`src/rtl/irq_responder_if.sv`:
```
// ---------------------------------------------------------------------------
// irq_responder_if
// Bundles the interrupt-controller and handler-engine signals seen by
// irq_responder.
//   irq_in / irq_id_in         : level request and pending id from controller
//   handler_valid / handler_id : dispatch request towards the handler engine
//   handler_ready              : handler accepts the dispatch
//   handler_done               : handler finished servicing (1-cycle pulse)
//   ack_valid / irq_ack        : acknowledge phase and id back to controller
// Modports:
//   master : the responder (drives dispatch and acknowledge)
//   slave  : the environment (controller + handler engine)
// ---------------------------------------------------------------------------
interface irq_responder_if #(
  parameter int ID_W = 3
) ();
  logic            irq_in;
  logic [ID_W-1:0] irq_id_in;
  logic            handler_valid;
  logic [ID_W-1:0] handler_id;
  logic            handler_ready;
  logic            handler_done;
  logic            ack_valid;
  logic [ID_W-1:0] irq_ack;

  modport master (
    input  irq_in, irq_id_in, handler_ready, handler_done,
    output handler_valid, handler_id, ack_valid, irq_ack
  );

  modport slave (
    output irq_in, irq_id_in, handler_ready, handler_done,
    input  handler_valid, handler_id, ack_valid, irq_ack
  );
endinterface

```
`src/rtl/irq_responder.sv`:
```
// ---------------------------------------------------------------------------
// irq_responder
// Service-side partner of the NPU interrupt controller. Captures a pending
// interrupt id, dispatches it to a handler engine (valid/ready), waits for
// handler completion, then presents the id on the acknowledge bus for
// ACK_HOLD cycles so the controller can release the request. Dispatch +
// service and the release wait are both supervised by a timeout.
// Ports:
//   clk            : clock
//   rst_n          : synchronous active-low reset
//   enable         : allows acceptance of new requests (IDLE only)
//   bus            : irq_responder_if.master (request, dispatch, acknowledge)
//   err_clear      : clears timeout_err (a coincident new timeout wins)
//   busy           : registered, high whenever the FSM is not IDLE
//   timeout_err    : sticky timeout flag
//   err_id         : id of the interrupt that last timed out
//   serviced_count : interrupts completed without timeout, saturating
// ---------------------------------------------------------------------------
module irq_responder #(
  parameter int ID_W           = 3,
  parameter int TIMEOUT_CYCLES = 1024,
  parameter int ACK_HOLD       = 2,
  parameter int CNT_W          = 16
) (
  input  logic              clk,
  input  logic              rst_n,
  input  logic              enable,
  irq_responder_if.master   bus,
  input  logic              err_clear,
  output logic              busy,
  output logic              timeout_err,
  output logic [ID_W-1:0]   err_id,
  output logic [CNT_W-1:0]  serviced_count
);

  localparam int TW = $clog2(TIMEOUT_CYCLES + 1);
  localparam int HW = $clog2(ACK_HOLD + 1);
  localparam logic [TW-1:0] TMO_LAST  = TW'(TIMEOUT_CYCLES - 1);
  localparam logic [HW-1:0] HOLD_LAST = HW'(ACK_HOLD - 1);

  typedef enum logic [2:0] {
    S_IDLE,
    S_DISPATCH,
    S_SERVICE,
    S_ACK,
    S_RELEASE
  } state_t;

  state_t          state;
  logic [TW-1:0]   tmr;
  logic [HW-1:0]   hold;
  logic [ID_W-1:0] id_q;
  logic            handler_valid_q;
  logic            ack_valid_q;

  function automatic logic [CNT_W-1:0] sat_inc(input logic [CNT_W-1:0] v);
    return (&v) ? v : v + CNT_W'(1);
  endfunction

  // The captured id doubles as the dispatched id; it is only loaded in IDLE.
  assign bus.handler_valid = handler_valid_q;
  assign bus.handler_id    = id_q;
  assign bus.ack_valid     = ack_valid_q;
  // Outside the ack phase, present the complement of the pending id so the
  // controller can never see a spurious match and release early.
  assign bus.irq_ack       = ack_valid_q ? id_q : ~bus.irq_id_in;

  always_ff @(posedge clk) begin
    if (!rst_n) begin
      state           <= S_IDLE;
      tmr             <= '0;
      hold            <= '0;
      id_q            <= '0;
      handler_valid_q <= 1'b0;
      ack_valid_q     <= 1'b0;
      busy            <= 1'b0;
      timeout_err     <= 1'b0;
      err_id          <= '0;
      serviced_count  <= '0;
    end else begin
      // A timeout assignment further down overrides this clear.
      if (err_clear) timeout_err <= 1'b0;

      case (state)
        S_IDLE: begin
          if (enable && bus.irq_in) begin
            id_q            <= bus.irq_id_in;
            tmr             <= '0;
            handler_valid_q <= 1'b1;
            busy            <= 1'b1;
            state           <= S_DISPATCH;
          end
        end

        // One timer spans dispatch and service. Completion beats expiry;
        // in DISPATCH expiry beats a late handler_ready.
        S_DISPATCH, S_SERVICE: begin
          if (state == S_SERVICE && bus.handler_done) begin
            serviced_count <= sat_inc(serviced_count);
            hold           <= '0;
            ack_valid_q    <= 1'b1;
            state          <= S_ACK;
          end else if (tmr == TMO_LAST) begin
            timeout_err     <= 1'b1;
            err_id          <= id_q;
            handler_valid_q <= 1'b0;
            hold            <= '0;
            ack_valid_q     <= 1'b1;
            state           <= S_ACK;
          end else begin
            tmr <= tmr + TW'(1);
            if (state == S_DISPATCH && bus.handler_ready) begin
              handler_valid_q <= 1'b0;
              state           <= S_SERVICE;
            end
          end
        end

        S_ACK: begin
          if (hold == HOLD_LAST) begin
            ack_valid_q <= 1'b0;
            tmr         <= '0;
            state       <= S_RELEASE;
          end else begin
            hold <= hold + HW'(1);
          end
        end

        // Wait for the controller to drop the level request.
        S_RELEASE: begin
          if (!bus.irq_in) begin
            busy  <= 1'b0;
            state <= S_IDLE;
          end else if (tmr == TMO_LAST) begin
            timeout_err <= 1'b1;
            err_id      <= id_q;
            busy        <= 1'b0;
            state       <= S_IDLE;
          end else begin
            tmr <= tmr + TW'(1);
          end
        end

        default: begin
          handler_valid_q <= 1'b0;
          ack_valid_q     <= 1'b0;
          busy            <= 1'b0;
          state           <= S_IDLE;
        end
      endcase
    end
  end

endmodule

```
`src/flat_wrapper.sv`:
```
// flat-port wrapper written by rule: the top's interface ports become plain ports
module irq_responder_flat 
#(
  parameter int ID_W           = 3,
  parameter int TIMEOUT_CYCLES = 1024,
  parameter int ACK_HOLD       = 2,
  parameter int CNT_W          = 16
)
  (clk, rst_n, enable, err_clear, busy, timeout_err, err_id, serviced_count, bus_irq_in, bus_irq_id_in, bus_handler_ready, bus_handler_done, bus_handler_valid, bus_handler_id, bus_ack_valid, bus_irq_ack);
  irq_responder_if #(.ID_W(ID_W)) bus_i ();
  input  logic clk;
  input  logic rst_n;
  input  logic enable;
  input  logic err_clear;
  output logic busy;
  output logic timeout_err;
  output logic [ID_W-1:0] err_id;
  output logic [CNT_W-1:0] serviced_count;
  input wire logic [$bits(bus_i.irq_in)-1:0] bus_irq_in;
  input wire logic [$bits(bus_i.irq_id_in)-1:0] bus_irq_id_in;
  input wire logic [$bits(bus_i.handler_ready)-1:0] bus_handler_ready;
  input wire logic [$bits(bus_i.handler_done)-1:0] bus_handler_done;
  output wire logic [$bits(bus_i.handler_valid)-1:0] bus_handler_valid;
  output wire logic [$bits(bus_i.handler_id)-1:0] bus_handler_id;
  output wire logic [$bits(bus_i.ack_valid)-1:0] bus_ack_valid;
  output wire logic [$bits(bus_i.irq_ack)-1:0] bus_irq_ack;
  assign bus_i.irq_in = bus_irq_in;
  assign bus_i.irq_id_in = bus_irq_id_in;
  assign bus_i.handler_ready = bus_handler_ready;
  assign bus_i.handler_done = bus_handler_done;
  assign bus_handler_valid = bus_i.handler_valid;
  assign bus_handler_id = bus_i.handler_id;
  assign bus_ack_valid = bus_i.ack_valid;
  assign bus_irq_ack = bus_i.irq_ack;
  irq_responder #(.ID_W(ID_W), .TIMEOUT_CYCLES(TIMEOUT_CYCLES), .ACK_HOLD(ACK_HOLD), .CNT_W(CNT_W)) u_core (.clk(clk), .rst_n(rst_n), .enable(enable), .bus(bus_i), .err_clear(err_clear), .busy(busy), .timeout_err(timeout_err), .err_id(err_id), .serviced_count(serviced_count));
endmodule
```
`config.mk`:
```
export PLATFORM = sky130hd
export DESIGN_NAME = irq_responder_flat
export DESIGN_NICKNAME = d
export VERILOG_FILES = /design/src/rtl/irq_responder_if.sv /design/src/rtl/irq_responder.sv /design/src/flat_wrapper.sv
export SDC_FILE = /design/constraint.sdc
export NUM_CORES = 1
export LEC_CHECK = 0
export BUFFER_PORTS_ARGS = -buffer_cell sky130_fd_sc_hd__buf_2
export CAP_MARGIN = 40
export CORE_MARGIN = 2
export CORE_UTILIZATION = 34
export DETAILED_ROUTE_END_ITERATION = 12
export PLACE_DENSITY_LB_ADDON = 0.25
export SYNTH_ARGS = -nofsm -noshare
export SYNTH_HDL_FRONTEND = slang
export SYNTH_SLANG_ARGS = --single-unit
```
`constraint.sdc`:
```
create_clock -name clk -period 1.85 [get_ports clk]
set_input_delay 0.2775 -clock clk [delete_from_list [all_inputs] [get_ports clk]]
set_output_delay 0.2775 -clock clk [all_outputs]
set_load 0.01 [all_outputs]
```
==> results.ini <==
[status]
status=finished, final reports clean

[logic_synthesis]
synthFlopType=dfxtp_1
avgSynthCellArea_um2=8.380
netlist_area_um2=2330
synth_edf_count=0
synth_top_family_by_area=simple AND/OR/NAND/NOR gates
synth-compound-area-share=0.2035
synthAdderAreaFrac=0.01611
ys_ff_latch=42
ys_seq_area_frac=0.3609
yosys.area_share.simple=0.3104
synth-xor-area-share=0.04887
yosysWarnings=0
synth_mux_area_frac=0.02578
netlist_instances=278
synth_nets=291
synth_cell_types=62
async_flop_share=0

[timing]
setup_violations=0
grt_setup_unrepaired=true
slew_viol_final=0
slew_headroom=0.6689
fin_crit_sh=0.9439
hold_viol=0
period_minus_slack_ns=1.746
finClkSkew_ns=0.003577
setup-tns-final_ns=0
worst_pin_slew_ns=0.4929
max_freq_mhz=572.7
setup_slack_ns=0.1038

[cells_and_area]
antenna_cells=0
nNetsFinal=350
drive_above_1_share=0.2840
syn2layout_area_growth_pct=23.68
num-fill-cells=673
stdcell_area_um2=2882

[critical_path]
crit_path_max_fanout=11
crit_path_top_delay_cell=or4_1
ff2ff_setup_slack_ns=0.10
cp_num_cells=6
crit_type=reg -> reg
end_kind=flop
rr_worst_depth=6
critPathMaxStageDelay_ns=0.48
crit_required_ns=2.09
cp_top_family=compound AO/OA/AOI/OAI gates
crit_path_start_kind=flop
r2r-end=u_core.tmr[7]
critPathLaunch=u_core.state[1]
arrival_ns=1.99
crit_buf_inv=1
crit_chain=buf_4 -> o21ai_1 -> o21a_2 -> o211ai_4 -> or4_1 -> a21oi_1
r2r_start=u_core.state[1]
endpoint=u_core.tmr[7]

[clock_network]
clock-sinks=42
cts_root_buf=clkbuf_8
cts_htree_levels=2
clk_pin_slew_worst_paths_ns=0.09
ctsHoldBuffers=0
cts_tree=yes
clock_path_buffers=2
cts_buffers=5
insertion_delay_ns=0.30

[route]
avgViaCountPerCell=5.258
drt_iter0_drc=107
wl_um=5625
routedWlPerCell_um=13.46
drtAntennaViolNets=0
firstDrtPassIters=4
drc_errors=0
vias=2198

[global_routing]
grt_overflow_total=0
grt_max_degree=23
antenna_found_initial=0
grt_util_all_layers=0.1553
grt_pass1_vias=1940
grt_pass1_wl_um=9363

[floorplan]
coreArea_um2=6719
die_w_um=86.78
start_util=0.3467
rows=30
die_h_um=86.78
io_pins=39
dieArea_um2=7530

[min_path]
hp-class=in -> reg

[placement]
port-buffer-count=38
dp_hpwl_um=4012
gp_congestion=0.8129
pre_cts_slack_ns=0.01666
placed_area_um2=2746

[power]
p_per_area_nw_per_um2=1041
peakVddDrop_v=0.0004208
cellLeakagePower_nw=1.145

[run]
cap_violations=0

repair_timing:
action,CTS,global route
setup buffers,0,1
pin swaps,0,4
gates resized for setup,1,6
endpoints found under the setup margin,1,10
hold endpoints to repair,0,0
sequential cells by signal, summed over array words and instances, names as in the netlist:
name / flops
u_core.bus.ack_valid: 1
u_core.bus.handler_id: 3
u_core.bus.handler_valid: 1
u_core.busy: 1
u_core.err_id: 3
u_core.hold: 2
u_core.serviced_count: 16
u_core.state: 3
u_core.timeout_err: 1
u_core.tmr: 11
worst min-delay path by stage:
stage / start / to / slack, ns / cells after the start
3_5_place_dp: u_core.err_id[1] / u_core.err_id[1] / 0.45 / 2
6_report: bus_irq_id_in[0] / u_core.bus.handler_id[0] / 0.23 / 3
2_1_floorplan: bus_irq_id_in[0] / u_core.bus.handler_id[0] / 0.42 / 2
3_3_place_gp: u_core.err_id[1] / u_core.err_id[1] / 0.45 / 2
4_1_cts: bus_irq_id_in[2] / u_core.bus.handler_id[2] / 0.22 / 3
5_1_grt: bus_irq_id_in[0] / u_core.bus.handler_id[0] / 0.23 / 3
final cells by class:
class / count / area (um^2) / share of cell area
clock buffers: 6 / 72.57 / 0.02518
multi-input cells: 219 / 1421 / 0.4933
flip-flops and latches: 42 / 845.8 / 0.2935
well taps: 80 / 100.1 / 0.03474
repair buffers: 64 / 385.4 / 0.1337
inverters: 5 / 18.77 / 0.006513
clock inverters: 2 / 37.54 / 0.01303
tightest hold or removal path, cell delays in order:
cell     delay, ns
buf_2         0.09
mux2i_1       0.06
nor2_1        0.07
where the power goes:
part	switching [mW]	internal [mW]
clock network	0.344	0.403
logic	0.657	0.500
registers	0.110	0.985
Yosys cell counts, types with 2 or more instances:
master,count,area share
a211oi_1,5,0.016
a21boi_1,2,0.0064
a21oi_1,17,0.037
a21oi_2,2,0.0075
a31oi_1,5,0.013
and2_1,3,0.0081
and3_1,3,0.0081
and4_1,2,0.0075
buf_2,4,0.0086
clkbuf_1,6,0.0097
dfxtp_1,42,0.36
ha_1,3,0.016
inv_1,5,0.0081
mux2i_1,6,0.026
nand2_1,25,0.040
nand2b_1,2,0.0054
nand3_1,10,0.021
nand4_1,6,0.016
nor2_1,32,0.052
nor2b_1,4,0.011
nor3_1,11,0.024
nor4_1,2,0.0054
nor4b_2,2,0.013
o211ai_1,2,0.0064
o21a_1,3,0.0097
o21ai_0,9,0.019
o21ai_1,11,0.024
o221a_1,3,0.014
o41ai_1,2,0.0075
or3_1,6,0.016
xnor2_1,12,0.045
placed cells by master, fill, tap and decap left out, types with 3 or more instances in the layout:
cell      synthesis  layout
a211oi_1          5       5
nor3_1           11      11
buf_2             4      38
clkbuf_8          0       5
mux2i_1           6       6
nor2b_1           4       4
and2_1            3       3
nand3_1          10       9
buf_4             1      26
or3_1             6       5
nand4_1           6       6
dfxtp_2           0       4
xnor2_1          12      12
inv_1             5       5
dfxtp_1          42      38
o21a_1            3       3
nand2_1          25      25
o221a_1           3       3
o21ai_1          11      11
and3_1            3       3
a21oi_1          17      17
nor2_1           32      32
a31oi_1           5       5
o21ai_0           9       9
stage by stage:
step                power, mW    util  hold slack [ns]  instances
finish                  2.999  0.4289           0.2272        418
global route            3.216  0.4289           0.2297        418
global placement        2.240  0.4088           0.4512        409
CTS                     3.016  0.4253           0.2191        417
floorplan               1.887       -           0.4247        278
detailed placement      2.252  0.4088           0.4495        409
cells by family after synthesis:
family / after synthesis
AOI/OAI and AO/OA: 70
muxes: 6
and+or+nand+nor: 127
xor gates and xnor gates: 13
adders and majority gates: 3
DFF: 42
buffers and inverters: 17
routing by layer:
metal  wire [um]  up-vias  track usage
met4          72        0      0.04688
met2        2405       45       0.2224
li1            -     1128            -
met5           0        -            0
met3         274        6      0.03714
met1        2873     1019       0.2292
No activity file was read; power rests on OpenSTA's default activity.
